[config.mk]
export PLATFORM = sky130hd
export DESIGN_NAME = hold_seq
export DESIGN_NICKNAME = d
export VERILOG_FILES = /design/src/rtl/hold_seq.sv
export SDC_FILE = /design/constraint.sdc
export NUM_CORES = 1
export LEC_CHECK = 0
export ABC_AREA = 1
export CORE_UTILIZATION = 49
export CTS_CLUSTER_DIAMETER = 200
export DETAILED_ROUTE_END_ITERATION = 6
export PLACE_DENSITY = 0.86
export SLEW_MARGIN = 20
export SYNTH_ARGS = -nofsm -noshare
export SYNTH_HDL_FRONTEND = slang
export SYNTH_SLANG_ARGS = --single-unit
[constraint.sdc]
create_clock -name clk -period 3.3 [get_ports clk]
set_clock_uncertainty 0.15 [all_clocks]
set_input_delay 0.825 -clock clk [delete_from_list [all_inputs] [get_ports clk]]
set_output_delay 0.825 -clock clk [all_outputs]
set_load 0.01 [all_outputs]
[src/rtl/hold_seq.sv]
// hold_seq: run sequencer with pause/hold, abort, one-shot or continuous relaunch.
// Outputs are registered from the next-state decode so they line up with the state.
module hold_seq #(
   parameter int unsigned CNT_W   = 4,
   parameter int unsigned DEF_LEN = 5
) (
   input  logic             clk,
   input  logic             rst_n,
   input  logic             start,
   input  logic             mode,
   input  logic [CNT_W-1:0] len,
   input  logic             pause,
   input  logic             abort,
   output logic             g,
   output logic             f,
   output logic             done,
   output logic             busy,
   output logic [CNT_W-1:0] cnt,
   output logic [7:0]       laps
);

   localparam logic [CNT_W-1:0] ONE       = CNT_W'(1);
   localparam logic [CNT_W-1:0] DEF_LEN_C = CNT_W'(DEF_LEN);

   typedef enum logic [1:0] {IDLE, RUN, HOLD, LAST} state_t;

   state_t           state_q, state_d;
   logic [CNT_W-1:0] cnt_q, cnt_d;
   logic [CNT_W-1:0] len_q, len_d;
   logic [CNT_W-1:0] launch_len;
   logic             f_q, f_d;
   logic [7:0]       laps_q, laps_d;
   logic             g_q, done_q, busy_q;
   logic             at_end;

   assign launch_len = (len == '0) ? DEF_LEN_C : len;
   assign at_end     = (cnt_q == len_q - ONE);

   always_comb begin
      state_d = state_q;
      cnt_d   = cnt_q;
      len_d   = len_q;
      case (state_q)
         IDLE: begin
            cnt_d = '0;
            if (start) begin
               state_d = RUN;
               len_d   = launch_len;
            end
         end
         // HOLD shares RUN's decode: leaving HOLD takes the count step that
         // the paused RUN cycle skipped, so each cnt value appears once in RUN.
         RUN, HOLD: begin
            if (abort) begin
               state_d = IDLE;
               cnt_d   = '0;
            end else if (pause) begin
               state_d = HOLD;
            end else if (at_end) begin
               state_d = LAST;
            end else begin
               state_d = RUN;
               cnt_d   = cnt_q + ONE;
            end
         end
         LAST: begin
            cnt_d = '0;
            if (mode && !abort) begin
               state_d = RUN;
               len_d   = launch_len;
            end else begin
               state_d = IDLE;
            end
         end
         default: begin
            state_d = IDLE;
            cnt_d   = '0;
         end
      endcase
   end

   assign f_d    = (state_d == LAST) ? ~f_q : f_q;
   assign laps_d = (state_d == LAST) ? laps_q + 8'd1 : laps_q;

   always_ff @(posedge clk or negedge rst_n) begin
      if (!rst_n) begin
         state_q <= IDLE;
         cnt_q   <= '0;
         len_q   <= '0;
         f_q     <= 1'b0;
         laps_q  <= '0;
         g_q     <= 1'b0;
         done_q  <= 1'b0;
         busy_q  <= 1'b0;
      end else begin
         state_q <= state_d;
         cnt_q   <= cnt_d;
         len_q   <= len_d;
         f_q     <= f_d;
         laps_q  <= laps_d;
         g_q     <= (state_d == RUN) || (state_d == HOLD);
         done_q  <= (state_d == LAST);
         busy_q  <= (state_d != IDLE);
      end
   end

   assign g    = g_q;
   assign f    = f_q;
   assign done = done_q;
   assign busy = busy_q;
   assign cnt  = cnt_q;
   assign laps = laps_q;

endmodule

Word level (Yosys, flattened, before mapping):

Index checks and enable logic that the tools add are counted.
Widths: inputs -> output; s select.

* bits in registers: 22
* bits in latches: 0
* memory bits (writable): 0
* memory bits (read-only): 0
* output and inout bits: 16
* logic and storage cells: 48
* memories kept: 0

* add/subtract/negate cells: 3
* multiply operators: 0
* divide/modulo/power cells: 0
* $lt $le $gt $ge: 0
* eq/ne operators: 11
* shift-type cells: 0
* mux-type cells: 14
* bitwise logic cells: 1
* reductions and logical operators: 11

Operator list (count)
* $mux 4: 6
* $pmux 4 s2: 2
* $add 8x1->8 const B: 1
* $eq 2x2->1 const B: 4
* $mux 2: 4
* $ne 3x3->1 const B: 2
* $pmux 2 s3: 1
* $add 4x1->4 const B: 1
* $eq 2x1->1 const B: 2
* $eq 4x4->1: 1
* $logic_not 4->1: 1
* $ne 2x2->1 const B: 2
* $reduce_bool 2->1: 2
* $reduce_or 2->1: 2
* $sub 4x1->4 const B: 1
* $reduce_and 3->1: 1
* $logic_not 2->1: 1
* $reduce_and 2->1: 1
* $logic_and 1x1->1: 1
* $logic_not 1->1: 1
* $logic_or 1x1->1: 1
* $mux 1: 1
* $not 1->1: 1

Longest topological paths before layout:

* word-level depth: 8
* mapped depth: 17

Worst setup path after synthesis:

No wires, ideal clock.

* kind: register to register
* start: reg len_q[0]
* end: reg laps_q[7] (netlist: laps[7])
* setup time: 124 ps
* data arrival time: 2161 ps
* data required time: 3026 ps
* setup slack: 865 ps
* stages on the path, launching flop included: 18
* path buffers: 1
* path through: dfrtp_1 > inv_2 > ha_1 > nand2_1 > inv_1 > nor2_1 > nand2_1 > nor2_2 > nand2_2 > nand2_4 > nand3_2 > nand2_2 > ha_1 > clkbuf_2 > nand4_1 > nor2_1 > nand3_1 > xnor2_1

* longest elaborated chain between the ends: 7

Ends and longest elaborated chain
* from (decl): RTL line 29 `logic [CNT_W-1:0] len_q, len_d;`
* from (signal assigned): RTL line 98 `len_q <= len_d;`
* $sub 4x1->4: RTL line 37 `assign at_end = (cnt_q == len_q - ONE);`
* $eq 4x4->1: RTL line 37
* $mux 2: RTL line 59 `end else if (at_end) begin`
* $mux 2: RTL line 57 `end else if (pause) begin`
* $mux 2: RTL line 54 `if (abort) begin`
* $pmux 2 s3: RTL line 43 `case (state_q)`
* named net state_d[1]: RTL line 27 `state_t state_q, state_d;`
* $eq 2x2->1: RTL line 83 `assign laps_d = (state_d == LAST) ? laps_q + 8'd1 : laps_q;`
* to (signal assigned): RTL line 100 `laps_q <= laps_d;`
* to (decl): RTL line 32 `logic [7:0] laps_q, laps_d;`

The timed path passes the listed nets, and every way through them passes these cells.
A chain may end at the register's enable or synchronous reset.

Final worst setup path:

* start: in abort
* end: reg laps_q[7] (netlist: laps[7])

* longest elaborated chain between the ends: 5

Ends and longest elaborated chain
* from (decl): RTL line 13 `input logic abort,`
* $logic_not 1->1: RTL line 68 `if (mode && !abort) begin`
* $logic_and 1x1->1: RTL line 68
* $mux 1: RTL line 68
* $pmux 2 s3 *: RTL line 43
* named net state_d[0]: RTL line 27
* $eq 2x2->1 *: RTL line 83

Mark *: on every way through the listed nets, which the timed path passes. The rest lies on a longest branch.

==> impl_results.md <==
* Global placer's final weighted congestion at 0.804
* DIE AREA at 2650 um2
* Status: complete, no violations
* Slew margin rel. at 81.3%
* DR pass1 iterations at 4
* Share of cells above drive strength 1 at a little over a tenth
* Routed vias/inst at 5.10
* Ports at 26
* CTS tree: yes
* Worst r2r src: len_q[0]
* Core area at 2250 um2
* Mapped Cells at 144
* Worst path max stage delay at 0.50 ns
* Fin cells at 201
* I/O Buffers at 25
* CTS Sinks at 22
* DR vias at roughly 1000
* Syn_area_per_cell at 8.32 um2
* Synth cell count leaders: nand2_1 (35), dfrtp_1 (22), inv_1 (18)
* Initial antenna violation count at 0
* Number of synthesized register bits at 22
* Mapped Area at 1200 um2
* GR Util All Layers at 21.1%
* Data arrival time of the critical path at 2.79 ns
* Final WL at approximately 2400 um
* Skew-Pair Late Insertion Delay at 0.31 ns
* Async SR Flop Fraction at between 90% and 100%
* Worst Max-Slew Pin Slew at about 0.28 ns
* FMAX at 0.367 GHz
* Setup slack after layout at 0.575 ns
* Reg2reg setup slack at 0.59 ns
* Worst min-delay path category: reg2reg
* # H-tree levels at 1
* Placement Rows at 17
* Synthesized Nets at about 160
* Worst Path Required at 3.36 ns
* Drt drc at 0
* Place WS at 0.253 ns
* Final Cycle Share at between 80% and 90%
* Setup CP Type: in2reg
* CTS max path bufs at 2
* CTS Hold Bufs at 0
* CP bufs+invs at 2
* DPL Wire Length at 1850 um
* Routed Antenna Nets at 0
* Initial Utilization at 53.2%
* Count leader, synth: nand2_1
* Crit path max fanout at 8
* Die W at approximately 50 um
* Final setup fails at 0
* Die Y-Extent at 51.5 um
* 1st-iter DRT viols at 15
* Share of the synthesized area in the top cell type at 45.9%
* Post_cts resized at 0
* Critical Path Source Type: primary input
* Synth area leader: dfrtp_1
* Post-placement cell area at 1490 um2
* FF-to-FF path depth at 16
* Final hold violation count at 0
* HP Start: f
* Fin nets at roughly 190
* Power per cell area at between 700 and 800 nW/um2
* Worst Setup End Kind: flip-flop
* Worst hold endpoint: f
* Cell mode on critical path: nand3_1
* Fin crit period at 2.72 ns
* Max-slew violation count at 0
* EDFF count, synth at 0
* Static leakage at 0.771 nW
* Worst vdd ir at around 430 uV
* CP top delay family: simple AND/OR/NAND/NOR gates
* Total CTS buffers at 3
* Postcts setup bufs at 0
* Setup_tns at 0 ns
* Max cap viols at 0
* Final instance area at between 1500 and 2000 um2
* Wirelength per Cell at 11.9 um
* Root Driver: clkbuf_4
* Slowest cell on crit path: clkdlybuf4s50_1
* RSZ-0062 raised after global routing: no
* Ant diodes at 0
* FF-to-FF End: laps[7]
* Placed Cells at 197
* GRT Residual Overflow at 0
* Largest net degree at the start of global routing at 23
* Synth-to-Final Area Change at 27.0%
* Netlist cell types at 24
* Crit path cell chain: clkdlybuf4s50_1 -> nor2_4 -> nand2_1 -> nand3_1 -> o21ai_1 -> inv_1 -> ha_1 -> nand4_1 -> nor2_1 -> nand3_1 -> xnor2_1
* Clk slew on worst S/H paths at between 0.1 and 0.15 ns
* Vias in the first global route at 1034
* Ys flop type: dfrtp_1
* First-pass GRT wire length at 4150 um
* Sequential area share after synthesis at about 46%
* Min-Delay Path Depth at 1
* Synth top area cells: dfrtp_1 (46%), nand2_1 (11%), ha_1 (8.4%), inv_1 (5.6%), nand3_1 (4.6%)
* Overall power at 1.10 mW
* Synth warnings at 0
[per-layer routing]
metal | up-vias | share of wire, % | track usage, %
met2 | 30 | 54 | 42.6
met5 | - | 0 | 0
li1 | 509 | - | -
met4 | 0 | 0.33 | 2.70
met1 | 484 | 41 | 21.7
met3 | 2 | 4.9 | 5.36
[flip-flops by register name, indices dropped and copies added (netlist names)]
register and cells:
laps 8, cnt 4, len_q 4, state_q 2
busy 1, done 1, f 1, g 1
[metrics by stage]
step / hold slack [ns] / util, %
after floorplan: 0.323 / -
after global placement: 0.320 / 65.9
after detailed placement: 0.333 / 65.9
after CTS: 0.356 / 67.5
after global routing: 0.375 / 67.5
final: 0.347 / 67.5
[power breakdown]
| part | internal (mW) | switching, mW | leakage [nW] | total (mW) |
|---|---|---|---|---|
| Clock | 0.0674 | 0.0829 | 0.0210 | 0.150 |
| Sequential | 0.352 | 0.0716 | 0.286 | 0.424 |
| Combinational | 0.231 | 0.296 | 0.464 | 0.527 |
[layout by cell type, fill, tap and decap left out, drive strengths merged]
cell type / n
a21oi: 4
and3: 1
buf: 1
clkbuf: 4
clkdlybuf4s50: 25
dfrtp: 22
ha: 8
inv: 23
mux2: 1
nand2: 38
nand3: 12
nand3b: 1
nand4: 3
nor2: 14
nor4: 2
o21ai: 6
or2: 1
xnor2: 4
xor2: 3
[worst register-to-register path: cells and delay by family (launching register included)]
family | cells | cell delay (ns)
AND/OR/NAND/NOR | 11 | 1.17
adder cells (fa/ha/maj) | 2 | 0.60
flip-flops | 1 | 0.43
XOR/XNOR | 1 | 0.14
buffers and inverters | 2 | 0.10
[worst max-delay path by stage]
stage	from	to	slack (ns)	cells after the start
floorplan	len_q[0]	laps[7]	0.86	17
global placement	abort	laps[7]	0.34	11
detailed placement	abort	laps[7]	0.25	11
CTS	abort	laps[7]	0.58	11
global route	len_q[0]	laps[7]	0.39	16
finish	abort	laps[7]	0.58	11
[area by class of cell]
cell class	instances	area (um2)
fill	198	732
multi-input combinational	98	557
sequential	22	551
timing repair buffer	26	258
inverter	23	86.3
clock buffer	4	36.3
tap	28	35.0
[cells by family (layout without fill, tap and decap cells)]
kind of cell | Yosys count | in the layout | share of synthesized area [%]
AND/OR/NAND/NOR | 72 | 72 | 27.9
buffers and inverters | 24 | 53 | 7.62
AO/OA/AOI/OAI | 10 | 10 | 4.17
flip-flops | 22 | 22 | 45.9
XOR/XNOR | 7 | 7 | 5.11
adder cells (fa/ha/maj) | 8 | 8 | 8.35
multiplexers | 1 | 1 | 0.939
Power figures use the tool's default switching activity.
